==> config.mk <==
export PLATFORM = sky130hd
export DESIGN_NAME = sdram_port_arbiter_flat
export DESIGN_NICKNAME = d
export VERILOG_FILES = /design/src/rtl/sdram_port_arbiter_pkg.sv /design/src/rtl/sdram_port_arbiter_if.sv /design/src/rtl/sdram_port_arbiter_perf.sv /design/src/rtl/sdram_port_arbiter.sv /design/src/flat_wrapper.sv
export SDC_FILE = /design/constraint.sdc
export NUM_CORES = 1
export LEC_CHECK = 0
export BUFFER_PORTS_ARGS = -buffer_cell sky130_fd_sc_hd__buf_2
export CAP_MARGIN = 20
export CORE_ASPECT_RATIO = 0.6
export CORE_MARGIN = 4
export CORE_UTILIZATION = 23
export DETAILED_ROUTE_END_ITERATION = 10
export PLACE_DENSITY = 0.52
export SYNTH_ARGS = -nofsm -noshare
export SYNTH_HDL_FRONTEND = slang
export SYNTH_SLANG_ARGS = --single-unit
export TNS_END_PERCENT = 1
==> constraint.sdc <==
create_clock -name clk_sys -period 4.1 [get_ports clk_sys]
set_input_delay 1.23 -clock clk_sys [delete_from_list [all_inputs] [get_ports clk_sys]]
set_output_delay 1.23 -clock clk_sys [all_outputs]
set_load 0.005 [all_outputs]
==> src/rtl/sdram_port_arbiter_pkg.sv <==
// Shared types for the SDRAM port arbiter: FSM states, command owner, default address width.
package gnw_sdram_arb_pkg;

    localparam int SDRAM_ADDR_W = 25;

    typedef enum logic [2:0] {
        SYNC,
        IDLE,
        ISSUE,
        GUARD,
        WAIT,
        DONE
    } arb_state_t;

    typedef enum logic {
        OWN_WR,
        OWN_RD
    } owner_t;

endpackage

==> src/rtl/sdram_port_arbiter_if.sv <==
// Loader, renderer and controller signals of the arbiter; slave = arbiter side, master = surroundings.
// Perf counter outputs exist only when SDRAM_ARB_PERF_EN is defined.
interface sdram_port_arbiter_if
    import gnw_sdram_arb_pkg::*;
#(
    parameter int ADDR_W = SDRAM_ADDR_W
) ();

    logic              dl_active;
    logic              wr_req;
    logic [ADDR_W-1:0] wr_addr;
    logic [7:0]        wr_data;
    logic              wr_ack;
    logic              wr_wait;
    logic              rd_req;
    logic [ADDR_W-1:0] rd_addr;
    logic [ADDR_W-1:0] img_base;
    logic [7:0]        rd_data;
    logic              rd_valid;
    logic [ADDR_W-1:0] sd_addr;
    logic [7:0]        sd_din;
    logic              sd_rd;
    logic              sd_we;
    logic [7:0]        sd_dout;
    logic              sd_ready;
    logic              timeout_err;
`ifdef SDRAM_ARB_PERF_EN
    logic [31:0]       perf_rd_cnt;
    logic [31:0]       perf_stall_cnt;
`endif

    modport slave (
        input  dl_active, wr_req, wr_addr, wr_data, rd_req, rd_addr, img_base, sd_dout, sd_ready,
        output wr_ack, wr_wait, rd_data, rd_valid, sd_addr, sd_din, sd_rd, sd_we, timeout_err
`ifdef SDRAM_ARB_PERF_EN
        , output perf_rd_cnt, perf_stall_cnt
`endif
    );

    modport master (
        output dl_active, wr_req, wr_addr, wr_data, rd_req, rd_addr, img_base, sd_dout, sd_ready,
        input  wr_ack, wr_wait, rd_data, rd_valid, sd_addr, sd_din, sd_rd, sd_we, timeout_err
`ifdef SDRAM_ARB_PERF_EN
        , input perf_rd_cnt, perf_stall_cnt
`endif
    );

endinterface

==> src/rtl/sdram_port_arbiter_perf.sv <==
// Saturating completed-read and read-stall counters; one-cycle update, no backpressure.
module sdram_arb_perf (
    input  logic        clk_sys,
    input  logic        reset,
    input  logic        rd_done,
    input  logic        rd_stall,
    output logic [31:0] perf_rd_cnt,
    output logic [31:0] perf_stall_cnt
);

    logic [31:0] rd_cnt_q, rd_cnt_d;
    logic [31:0] stall_cnt_q, stall_cnt_d;

    always_comb begin
        rd_cnt_d    = rd_cnt_q;
        stall_cnt_d = stall_cnt_q;
        if (rd_done && (rd_cnt_q != '1)) begin
            rd_cnt_d = rd_cnt_q + 32'd1;
        end
        if (rd_stall && (stall_cnt_q != '1)) begin
            stall_cnt_d = stall_cnt_q + 32'd1;
        end
    end

    always_ff @(posedge clk_sys or posedge reset) begin
        if (reset) begin
            rd_cnt_q    <= '0;
            stall_cnt_q <= '0;
        end else begin
            rd_cnt_q    <= rd_cnt_d;
            stall_cnt_q <= stall_cnt_d;
        end
    end

    assign perf_rd_cnt    = rd_cnt_q;
    assign perf_stall_cnt = stall_cnt_q;

endmodule

==> src/rtl/sdram_port_arbiter.sv <==
// Serialises loader writes and renderer reads onto one 8-bit SDRAM port; 6 cycles request-to-ack minimum.
// Loader is held off through wr_wait while its single buffer is full; SDRAM_ARB_PERF_EN adds perf counters.
module sdram_port_arbiter
    import gnw_sdram_arb_pkg::*;
#(
    parameter int ADDR_W      = SDRAM_ADDR_W,
    parameter int GUARD_CYC   = 2,
    parameter int TIMEOUT_CYC = 64
) (
    input logic                 clk_sys,
    input logic                 reset,
    sdram_port_arbiter_if.slave bus
);

    localparam int CNT_W = $clog2(TIMEOUT_CYC + 1);

    arb_state_t        state_q, state_d;
    owner_t            owner_q, owner_d;
    logic [CNT_W-1:0]  cnt_q, cnt_d;
    logic [ADDR_W-1:0] addr_q, addr_d;
    logic [7:0]        din_q, din_d;
    logic [7:0]        rd_data_q, rd_data_d;
    logic              terr_q, terr_d;
    logic              buf_vld_q, buf_vld_d;
    logic [ADDR_W-1:0] buf_addr_q, buf_addr_d;
    logic [7:0]        buf_data_q, buf_data_d;
    logic              rd_pend_q, rd_pend_d;

    always_comb begin
        state_d    = state_q;
        owner_d    = owner_q;
        cnt_d      = cnt_q;
        addr_d     = addr_q;
        din_d      = din_q;
        rd_data_d  = rd_data_q;
        terr_d     = terr_q;
        buf_vld_d  = buf_vld_q;
        buf_addr_d = buf_addr_q;
        buf_data_d = buf_data_q;
        rd_pend_d  = bus.rd_req;

        case (state_q)
            SYNC: begin
                if (bus.sd_ready) state_d = IDLE;
            end
            IDLE: begin
                if (buf_vld_q) begin
                    owner_d = OWN_WR;
                    addr_d  = buf_addr_q;
                    din_d   = buf_data_q;
                    cnt_d   = '0;
                    state_d = ISSUE;
                end else if (rd_pend_q && !bus.dl_active) begin
                    owner_d = OWN_RD;
                    addr_d  = bus.img_base + bus.rd_addr;
                    din_d   = '0;
                    cnt_d   = '0;
                    state_d = ISSUE;
                end
            end
            ISSUE: begin
                cnt_d   = cnt_q + 1'b1;
                state_d = GUARD;
            end
            GUARD: begin
                // Controller may still show ready from before the command; don't trust it yet.
                cnt_d = cnt_q + 1'b1;
                if (cnt_q >= CNT_W'(GUARD_CYC)) state_d = WAIT;
            end
            WAIT: begin
                cnt_d = cnt_q + 1'b1;
                if (bus.sd_ready || (cnt_q >= CNT_W'(TIMEOUT_CYC))) begin
                    state_d = DONE;
                    if (!bus.sd_ready) terr_d = 1'b1;
                    if (owner_q == OWN_RD) rd_data_d = bus.sd_dout;
                end
            end
            DONE: begin
                state_d = IDLE;
                if (owner_q == OWN_WR) buf_vld_d = 1'b0;
                else                   rd_pend_d = 1'b0;
            end
            default: state_d = SYNC;
        endcase

        // A new loader byte always lands in the buffer, even over an unserved one.
        if (bus.wr_req) begin
            buf_vld_d  = 1'b1;
            buf_addr_d = bus.wr_addr;
            buf_data_d = bus.wr_data;
        end
    end

    always_ff @(posedge clk_sys or posedge reset) begin
        if (reset) begin
            state_q    <= SYNC;
            owner_q    <= OWN_WR;
            cnt_q      <= '0;
            addr_q     <= '0;
            din_q      <= '0;
            rd_data_q  <= '0;
            terr_q     <= 1'b0;
            buf_vld_q  <= 1'b0;
            buf_addr_q <= '0;
            buf_data_q <= '0;
            rd_pend_q  <= 1'b0;
        end else begin
            state_q    <= state_d;
            owner_q    <= owner_d;
            cnt_q      <= cnt_d;
            addr_q     <= addr_d;
            din_q      <= din_d;
            rd_data_q  <= rd_data_d;
            terr_q     <= terr_d;
            buf_vld_q  <= buf_vld_d;
            buf_addr_q <= buf_addr_d;
            buf_data_q <= buf_data_d;
            rd_pend_q  <= rd_pend_d;
        end
    end

    assign bus.sd_rd       = (state_q == ISSUE) && (owner_q == OWN_RD);
    assign bus.sd_we       = (state_q == ISSUE) && (owner_q == OWN_WR);
    assign bus.wr_ack      = (state_q == DONE) && (owner_q == OWN_WR);
    assign bus.rd_valid    = (state_q == DONE) && (owner_q == OWN_RD);
    assign bus.wr_wait     = buf_vld_q;
    assign bus.sd_addr     = addr_q;
    assign bus.sd_din      = din_q;
    assign bus.rd_data     = rd_data_q;
    assign bus.timeout_err = terr_q;

`ifdef SDRAM_ARB_PERF_EN
    logic rd_granted;
    assign rd_granted = (owner_q == OWN_RD) && (state_q inside {ISSUE, GUARD, WAIT, DONE});

    sdram_arb_perf u_perf (
        .clk_sys        (clk_sys),
        .reset          (reset),
        .rd_done        (bus.rd_valid),
        .rd_stall       (bus.rd_req && !rd_granted),
        .perf_rd_cnt    (bus.perf_rd_cnt),
        .perf_stall_cnt (bus.perf_stall_cnt)
    );
`else
    // Counters absent in this build.
`endif

endmodule

==> src/flat_wrapper.sv <==
// flat-port wrapper written by rule: the top's interface ports become plain ports
module sdram_port_arbiter_flat import gnw_sdram_arb_pkg::*;
#(
    parameter int ADDR_W      = SDRAM_ADDR_W,
    parameter int GUARD_CYC   = 2,
    parameter int TIMEOUT_CYC = 64
)
  (clk_sys, reset, bus_dl_active, bus_wr_req, bus_wr_addr, bus_wr_data, bus_rd_req, bus_rd_addr, bus_img_base, bus_sd_dout, bus_sd_ready, bus_wr_ack, bus_wr_wait, bus_rd_data, bus_rd_valid, bus_sd_addr, bus_sd_din, bus_sd_rd, bus_sd_we, bus_timeout_err);
  sdram_port_arbiter_if #(.ADDR_W(ADDR_W)) bus_i ();
  input logic clk_sys;
  input logic reset;
  input wire logic [$bits(bus_i.dl_active)-1:0] bus_dl_active;
  input wire logic [$bits(bus_i.wr_req)-1:0] bus_wr_req;
  input wire logic [$bits(bus_i.wr_addr)-1:0] bus_wr_addr;
  input wire logic [$bits(bus_i.wr_data)-1:0] bus_wr_data;
  input wire logic [$bits(bus_i.rd_req)-1:0] bus_rd_req;
  input wire logic [$bits(bus_i.rd_addr)-1:0] bus_rd_addr;
  input wire logic [$bits(bus_i.img_base)-1:0] bus_img_base;
  input wire logic [$bits(bus_i.sd_dout)-1:0] bus_sd_dout;
  input wire logic [$bits(bus_i.sd_ready)-1:0] bus_sd_ready;
  output wire logic [$bits(bus_i.wr_ack)-1:0] bus_wr_ack;
  output wire logic [$bits(bus_i.wr_wait)-1:0] bus_wr_wait;
  output wire logic [$bits(bus_i.rd_data)-1:0] bus_rd_data;
  output wire logic [$bits(bus_i.rd_valid)-1:0] bus_rd_valid;
  output wire logic [$bits(bus_i.sd_addr)-1:0] bus_sd_addr;
  output wire logic [$bits(bus_i.sd_din)-1:0] bus_sd_din;
  output wire logic [$bits(bus_i.sd_rd)-1:0] bus_sd_rd;
  output wire logic [$bits(bus_i.sd_we)-1:0] bus_sd_we;
  output wire logic [$bits(bus_i.timeout_err)-1:0] bus_timeout_err;
  assign bus_i.dl_active = bus_dl_active;
  assign bus_i.wr_req = bus_wr_req;
  assign bus_i.wr_addr = bus_wr_addr;
  assign bus_i.wr_data = bus_wr_data;
  assign bus_i.rd_req = bus_rd_req;
  assign bus_i.rd_addr = bus_rd_addr;
  assign bus_i.img_base = bus_img_base;
  assign bus_i.sd_dout = bus_sd_dout;
  assign bus_i.sd_ready = bus_sd_ready;
  assign bus_wr_ack = bus_i.wr_ack;
  assign bus_wr_wait = bus_i.wr_wait;
  assign bus_rd_data = bus_i.rd_data;
  assign bus_rd_valid = bus_i.rd_valid;
  assign bus_sd_addr = bus_i.sd_addr;
  assign bus_sd_din = bus_i.sd_din;
  assign bus_sd_rd = bus_i.sd_rd;
  assign bus_sd_we = bus_i.sd_we;
  assign bus_timeout_err = bus_i.timeout_err;
  sdram_port_arbiter #(.ADDR_W(ADDR_W), .GUARD_CYC(GUARD_CYC), .TIMEOUT_CYC(TIMEOUT_CYC)) u_core (.clk_sys(clk_sys), .reset(reset), .bus(bus_i));
endmodule
# ---- Word-level counts from Yosys, hierarchy flattened
# Index checks and enable logic that the tools add are counted.
# W data, S select, Z words.
dict set report word_totals {
  output_inout_bits 47
  regBits 88
  input_bits 97
}
dict set report classes {
  n_mux 20
  n_reduce_logical 18
  bitwise_logic 2
  n_eq_ne 10
  add_sub_neg 2
  n_lt_le_gt_ge 2
}
# op count
set ops {}
lappend ops {{$mux W25} 2}
lappend ops {{$add A25 B25 Y25} 1}
lappend ops {{$pmux W3 S6} 1}
lappend ops {{$mux W8} 2}
lappend ops {{$mux W3} 5}
lappend ops {{$mux W7} 2}
lappend ops {{$pmux W7 S2} 1}
lappend ops {{$add A7 B1 Y7 const B} 1}
lappend ops {{$ge A7 B2 Y1 const B} 1}
lappend ops {{$ge A7 B7 Y1 const B} 1}
lappend ops {{$mux W1} 7}
lappend ops {{$eq A3 B2 Y1 const B} 2}
lappend ops {{$eq A3 B3 Y1 const B} 2}
lappend ops {{$reduce_and A2 Y1} 3}
lappend ops {{$reduce_and A3 Y1} 2}
lappend ops {{$reduce_bool A2 Y1} 3}
lappend ops {{$logic_and A1 B1 Y1} 5}
lappend ops {{$ne A2 B1 Y1 const B} 2}
lappend ops {{$ne A2 B2 Y1 const B} 2}
lappend ops {{$reduce_and A4 Y1} 1}
lappend ops {{$eq A3 B1 Y1 const B} 1}
lappend ops {{$logic_not A3 Y1} 1}
lappend ops {{$ne A3 B1 Y1 const B} 1}
lappend ops {{$reduce_or A3 Y1} 1}
lappend ops {{other kinds (3)} 4}

# ---- Logic depth before layout (Yosys ltp)
# Gate-level depths: netlist (run 1).
dict set report logic_depth {
  ltp_word 5
  depth_mapped 9
  mapped_depth_nobuf 9
}

# ---- Worst setup path after synthesis (run 1)
# Ideal clock, no wire load.
dict set report synth_timing {
  path_kind {input port to flip-flop}
  start {in bus_img_base[0]}
  end {reg u_core.addr_q[18] (netlist: u_core.bus.sd_addr[18])}
  required_time_ns 3.972
  setup_time_ns 0.128
  n_path_buf 0
  arrival_ns 3.047
  setup_slack_ns 0.925
  stages 9
  cell_sequence {ha_1 fa_1 a211oi_1 nor2_2 o211ai_2 o31ai_4 a41oi_1 xor2_1 o22ai_1}
}
dict set report synth_via {
  elab_chain_cells 3
}
# item line
set synth_rtl {}
lappend synth_rtl {{start, declared} flat_wrapper.sv:18} ;# input wire logic [$bits(bus_i.img_base)-1:0] bus_img_base;
lappend synth_rtl {{$add A25 B25 Y25} sdram_port_arbiter.sv:55} ;# addr_d = bus.img_base + bus.rd_addr;
lappend synth_rtl {{$mux W25} sdram_port_arbiter.sv:53} ;# end else if (rd_pend_q && !bus.dl_active) begin
lappend synth_rtl {{$mux W25} sdram_port_arbiter.sv:47} ;# if (buf_vld_q) begin
lappend synth_rtl {{end signal, assigned} sdram_port_arbiter.sv:111} ;# addr_q <= addr_d;
lappend synth_rtl {{end, declared} sdram_port_arbiter.sv:20} ;# logic [ADDR_W-1:0] addr_q, addr_d;
# No other way between the ends. The select of a mux whose other input is x is not followed.
# A chain may end at the register's enable or synchronous reset.

# ---- Worst setup path in the final report (run 1)
# Ends and elaborated chain as after synthesis.

==> results of run 1 <==
final cells by class:
type | instances | area share (%)
Clock buffer | 10 | 3.75
Sequential cell | 88 | 34.6
Multi-Input combinational cell | 390 | 42.6
Clock inverter | 6 | 1.04
Timing Repair Buffer | 150 | 12.1
Inverter | 9 | 0.569
Tap cell | 279 | 5.48
state kept, by name (all words and copies together) (netlist names):
name,cells
u_core.bus.wr_wait,1
u_core.buf_addr_q,25
u_core.bus.timeout_err,1
u_core.bus.rd_data,8
u_core.rd_pend_q,1
u_core.owner_q,1
u_core.state_q,3
u_core.buf_data_q,8
u_core.cnt_q,7
u_core.bus.sd_addr,25
u_core.bus.sd_din,8
stage by stage:
| step | cells | power (uW) | utilization (%) | setup WS (ps) |
|---|---|---|---|---|
| after floorplan | 515 | 2130 | - | 591 |
| after global placement | 915 | 2660 | 28.5 | 539 |
| after detailed placement | 915 | 2670 | 28.5 | 505 |
| after CTS | 931 | 3530 | 29.9 | 846 |
| after global routing | 932 | 3760 | 29.9 | 647 |
| final | 932 | 3490 | 29.9 | 848 |
cells in the final DEF (no fill, tap or decap), types with 10 or more instances in the layout:
cell	n
buf_2	143
dfrtp_1	88
a21oi_1	44
mux2_2	43
nand2_1	41
o21ai_0	40
nor2_1	36
ha_1	26
nand3_1	15
nor3_1	13
xnor2_1	11
and3_1	11
xor2_1	10
report_power, final:
part / switching [uW] / internal, uW / leakage [uW]
sequential: 209 / 1140 / 0.00106
clock: 361 / 493 / 0.000153
combinational: 709 / 579 / 0.00171
total: 1280 / 2210 / 0.00292
how the worst max path moves through the flow:
stage	startpoint	endpoint
floorplan	reset	u_core.buf_addr_q[0]$_DFFE_PP0P_
global placement	bus_img_base[0]	u_core.bus.sd_addr[18]$_DFFE_PP0P_
detailed placement	bus_img_base[0]	u_core.bus.sd_addr[18]$_DFFE_PP0P_
CTS	bus_img_base[0]	u_core.bus.sd_addr[18]$_DFFE_PP0P_
global route	bus_img_base[0]	u_core.bus.sd_addr[12]$_DFFE_PP0P_
finish	bus_img_base[0]	u_core.bus.sd_addr[18]$_DFFE_PP0P_
critical path, cell delays in order:
cell and delay, ps:
buf_2 100, ha_1 210, fa_1 440, a211oi_1 370, nor2_2 110, o211ai_2 270, o31ai_4 170, a41oi_1 270
xor2_1 180, o22ai_1 100
logic make-up after synthesis:
family | synth area share [%]
simple gates | 14.8
compound gates | 17.1
flops | 43.6
mux | 11.2
buf+inv | 2.82
fa+ha+maj | 6.84
xor+xnor | 3.64
layer usage:
| metal | GRT usage (%) | vias up |
|---|---|---|
| met5 | 0 | - |
| met4 | 1.79 | 2 |
| met3 | 4.61 | 11 |
| met2 | 16.8 | 158 |
| met1 | 19.2 | 2040 |
| li1 | - | 2145 |
==> run summary, run 1 <==
DRT antenna net count - 0
Max Slew Vio Count - 0
setup bufs post-CTS - 0
drt first pass iters - 5
Ant. Diodes - 0
CP Class - in -> reg
layout cell share with drive strength beyond 1 - 33.7%
wire length per cell - 16.6 um
M1 WL - 7980 um
hold path start - u_core.bus.timeout_err$_DFFE_PP0P_
post-CTS sizing - 0
clock buffer depth - 2
finished layout cell area - 6370 um^2
r2r setup slk - 1280 ps
ys flop type - dfrtp_1
Setup Skew - 11.0 ps
worst-case reg-to-reg path depth - 6
Mapped Nets - 639
RSZ-0062 raised after global routing - no
register area - 2200 um^2
die width - 199 um
required time of the worst setup path - 4310 ps
FILL cells - 2295
fin crit period - 3250 ps
die area - 24500 um^2
Clock Sinks - 88
Layout Nets - 772
area added between synthesis and finish - 26.2%
antenna violations before repair - 1
Reg-to-Reg End - u_core.bus.sd_addr[22]$_DFFE_PP0P_
HP Class - reg -> reg
CP Data Arrival Time - 3460 ps
Slew @ Worst Pin - 908 ps
GPL Wtd Cong - 0.818
vias in the first global route - 4216
DRC violations left - 0
DP Wirelength - 11800 um
GRT Util Overall - 12.5%
worst skew pair latency - 340 ps
status - finished clean
Reg clk slew, reported paths - 70 ps
mapped cell area - 5050 um^2
largest net degree at the start of global routing - 70
Ports - 144
routed vias - 4356
total CTS buffers - 9
DP Area - 6060 um^2
final hold vios - 0
WL met2 - 6020 um
sequential area share after synthesis - 43.6%
Slew headroom - 39.4%
CP Launch Type - input pin
max frequency - 0.307 GHz
most frequent cells after synthesis - dfrtp_1 (88), a21oi_1 (44), mux2_2 (43), nand2_1 (41), o21ai_0 (40)
H-tree depth - 3
Synth Area per Inst - 9.81 um^2
Power Density - 548 nW/um^2
area leader, netlist - dfrtp_1
Initial Util - 23.7%
most common cell in the netlist - dfrtp_1
Hold Buf Count CTS - 0
Port Buf Inserts - 143
worst vdd ir - 0.000260 V
critical path capture point type - register
Core Area - 21300 um^2
EDFF count, synth - 0
Synth top area share - 43.6%
fin crit share - 79.3%
first-pass GRT wire length - 23600 um
Max Used Layer - met5
Worst Hold Path EP - u_core.bus.timeout_err$_DFFE_PP0P_
YS warnings - 0
max-cap violation count - 0
Yosys cell types - 54
WHS - 468 ps
highest net fanout along the worst path - 7
leakage - 0.00292 uW
Post-Route WL - 15500 um
ys async rst share - 100%
Initial DRC Count - 256
die height - 123 um
R2R Path Start - u_core.bus.wr_wait$_DFFE_PP0P_
CTS root buffer - clkbuf_16
Met3 Routed Length - 1390 um
worst hold stages - 1
FF+latch count, synth - 88
final setup vio count - 0
Multi-input gate area - 2710 um^2
Synth area leaders - dfrtp_1 (44%), mux2_2 (9.6%), ha_1 (6.4%), a21oi_1 (4.4%), o21ai_0 (4.0%)
Std-Cell Rows - 41
vias per cell - 4.67
total gr overflow - 0
Syn Inst Count - 515
setup_tns - 0 ps
TritonCTS clock tree - done
No activity file was read; power rests on OpenSTA's default activity.
==> run 2: changes to the inputs <==
--- a/config.mk
+++ b/config.mk
@@ -11,7 +11,7 @@
 export CORE_MARGIN = 4
 export CORE_UTILIZATION = 23
 export DETAILED_ROUTE_END_ITERATION = 10
-export PLACE_DENSITY = 0.52
+export PLACE_DENSITY = 0.53
 export SYNTH_ARGS = -nofsm -noshare
 export SYNTH_HDL_FRONTEND = slang
 export SYNTH_SLANG_ARGS = --single-unit
==> constraint.sdc (replaced) <==
create_clock -name clk_sys -period 2.75 [get_ports clk_sys]
set_input_delay 0.825 -clock clk_sys [delete_from_list [all_inputs] [get_ports clk_sys]]
set_output_delay 0.825 -clock clk_sys [all_outputs]
set_load 0.005 [all_outputs]
==> run summary, run 2 (synthesized netlist as in run 1, its figures left out) <==
vias in the first global route - 4453
worst hold stages - 2
Initial Util - 23.7%
GRT Util Overall - 12.9%
crit path launch - bus_img_base[20]
largest net degree at the start of global routing - 47
highest net fanout along the worst path - 2
antenna violations before repair - 1
crit-path cells - buf_2, ha_1, nand4_1, or4_1, o21ai_0, mux2_2, nand2b_1
clock buffer depth - 2
sum of buffers and inverters on the critical path - 1
Post-Route WL - 15500 um
Placed Cells - 960
worst skew pair latency - 350 ps
Port Buf Inserts - 143
TritonCTS clock tree - done
Clock Sinks - 88
Max Slew Vio Count - 0
max-cap violation count - 0
DRT antenna net count - 0
leakage - 0.00313 uW
status - finished clean
first-pass GRT wire length - 24300 um
die area - 24500 um^2
Slew @ Worst Pin - 563 ps
Power Density - 790 nW/um^2
Reg clk slew, reported paths - 70 ps
max frequency - 0.384 GHz
DP Wirelength - 12200 um
total gr overflow - 0
final setup vio count - 0
Setup Skew - 8.15 ps
CP Data Arrival Time - 2840 ps
Core Area - 21300 um^2
Slew headroom - 62.4%
most frequent cells in the layout - buf_2 (143), dfrtp_1 (88), buf_4 (49), a21oi_1 (44), mux2_2 (43)
area added between synthesis and finish - 33.5%
layout cell share with drive strength beyond 1 - 38.3%
Std-Cell Rows - 41
CTS root buffer - clkbuf_16
slowest stage delay, CP - 440 ps
drt first pass iters - 5
total CTS buffers - 9
CP Launch Type - input pin
final non-filler cell total - 977
H-tree depth - 3
vias per cell - 4.60
HP Class - reg -> reg
Hold Buf Count CTS - 0
finished layout cell area - 6740 um^2
most common cell after layout, fill and taps aside - buf_2
die width - 199 um
CP Class - in -> reg
RSZ-0062 raised after global routing - no
R2R Path Start - u_core.state_q[2]$_DFFE_PP0P_
DP Area - 6420 um^2
worst-case reg-to-reg path depth - 4
fin crit period - 2610 ps
r2r setup slk - 580 ps
DRC violations left - 0
Initial DRC Count - 235
fin crit share - 94.8%
Slowest-stage cell, CP - or4_1
required time of the worst setup path - 2990 ps
worst vdd ir - 0.000407 V
routed vias - 4499
Reg-to-Reg End - u_core.bus.sd_addr[22]$_DFFE_PP0P_
wire length per cell - 15.9 um
Ports - 144
WHS - 470 ps
Layout Nets - 816
final hold vios - 0
die height - 123 um
hold path start - u_core.bus.sd_addr[13]$_DFFE_PP0P_
setup bufs post-CTS - 0
critical path capture point type - register
GPL Wtd Cong - 0.812
CP top delay family - simple AND/OR/NAND/NOR gates
Worst Hold Path EP - u_core.bus.sd_addr[13]$_DFFE_PP0P_
run 2: worst register-to-register path, stage by stage (launching register included):
cell and delay (ps):
dfrtp_1 590, nand2b_1 270, or3_2 630, or4_1 530, nand3_1 80
run 2: metrics by stage:
| stage | util, % | TNS [ps] | power (uW) | worst slack (ps) |
|---|---|---|---|---|
| CTS | 31.6 | 0 | 5420 | 90.9 |
| global placement | 30.2 | -2740 | 4120 | -346 |
| floorplan | - | -46.3 | 3180 | -20.3 |
| detailed placement | 30.2 | -2840 | 4140 | -368 |
| finish | 31.7 | 0 | 5330 | 142 |
| global route | 31.7 | 0 | 5770 | 20.6 |
run 2: area by class of cell:
| class | instances | area (um^2) |
|---|---|---|
| antenna | 1 | 2.50 |
| fill | 2231 | 14500 |
| sequential | 88 | 2200 |
| inverter | 9 | 37.5 |
| tap | 279 | 349 |
| clock buffer | 9 | 225 |
| multi-input combinational | 390 | 2730 |
| clock inverter | 7 | 73.8 |
| timing repair buffer | 194 | 1120 |
run 2: worst max-delay path by stage:
| stage | to | slack, ps | cells past startpoint |
|---|---|---|---|
| after floorplan | u_core.bus.sd_addr[18]$_DFFE_PP0P_ | -20 | 9 |
| after global placement | u_core.bus.sd_addr[16]$_DFFE_PP0P_ | -350 | 11 |
| after detailed placement | u_core.bus.sd_addr[18]$_DFFE_PP0P_ | -370 | 10 |
| after CTS | u_core.bus.sd_addr[18]$_DFFE_PP0P_ | 90 | 10 |
| after global routing | u_core.bus.sd_addr[21]$_DFFE_PP0P_ | 20 | 9 |
| final | u_core.bus.sd_addr[21]$_DFFE_PP0P_ | 140 | 7 |
run 2: repair_timing:
action | 4_1_cts | 5_1_grt
setup endpoints to repair | 2 | 5
pin swaps | 0 | 1
resized for setup | 1 | 2
run 2: power breakdown:
group,internal [uW],switching (uW)
clock network,645,595
logic,994,1120
registers,1700,275
run 2: metal layers:
metal,wire length (um),share of wire (%),GRT usage [%]
met1,8120,52,20.0
met2,5870,38,17.0
met3,1420,9.2,4.99
met4,80,0.52,1.67
met5,7,0.045,0
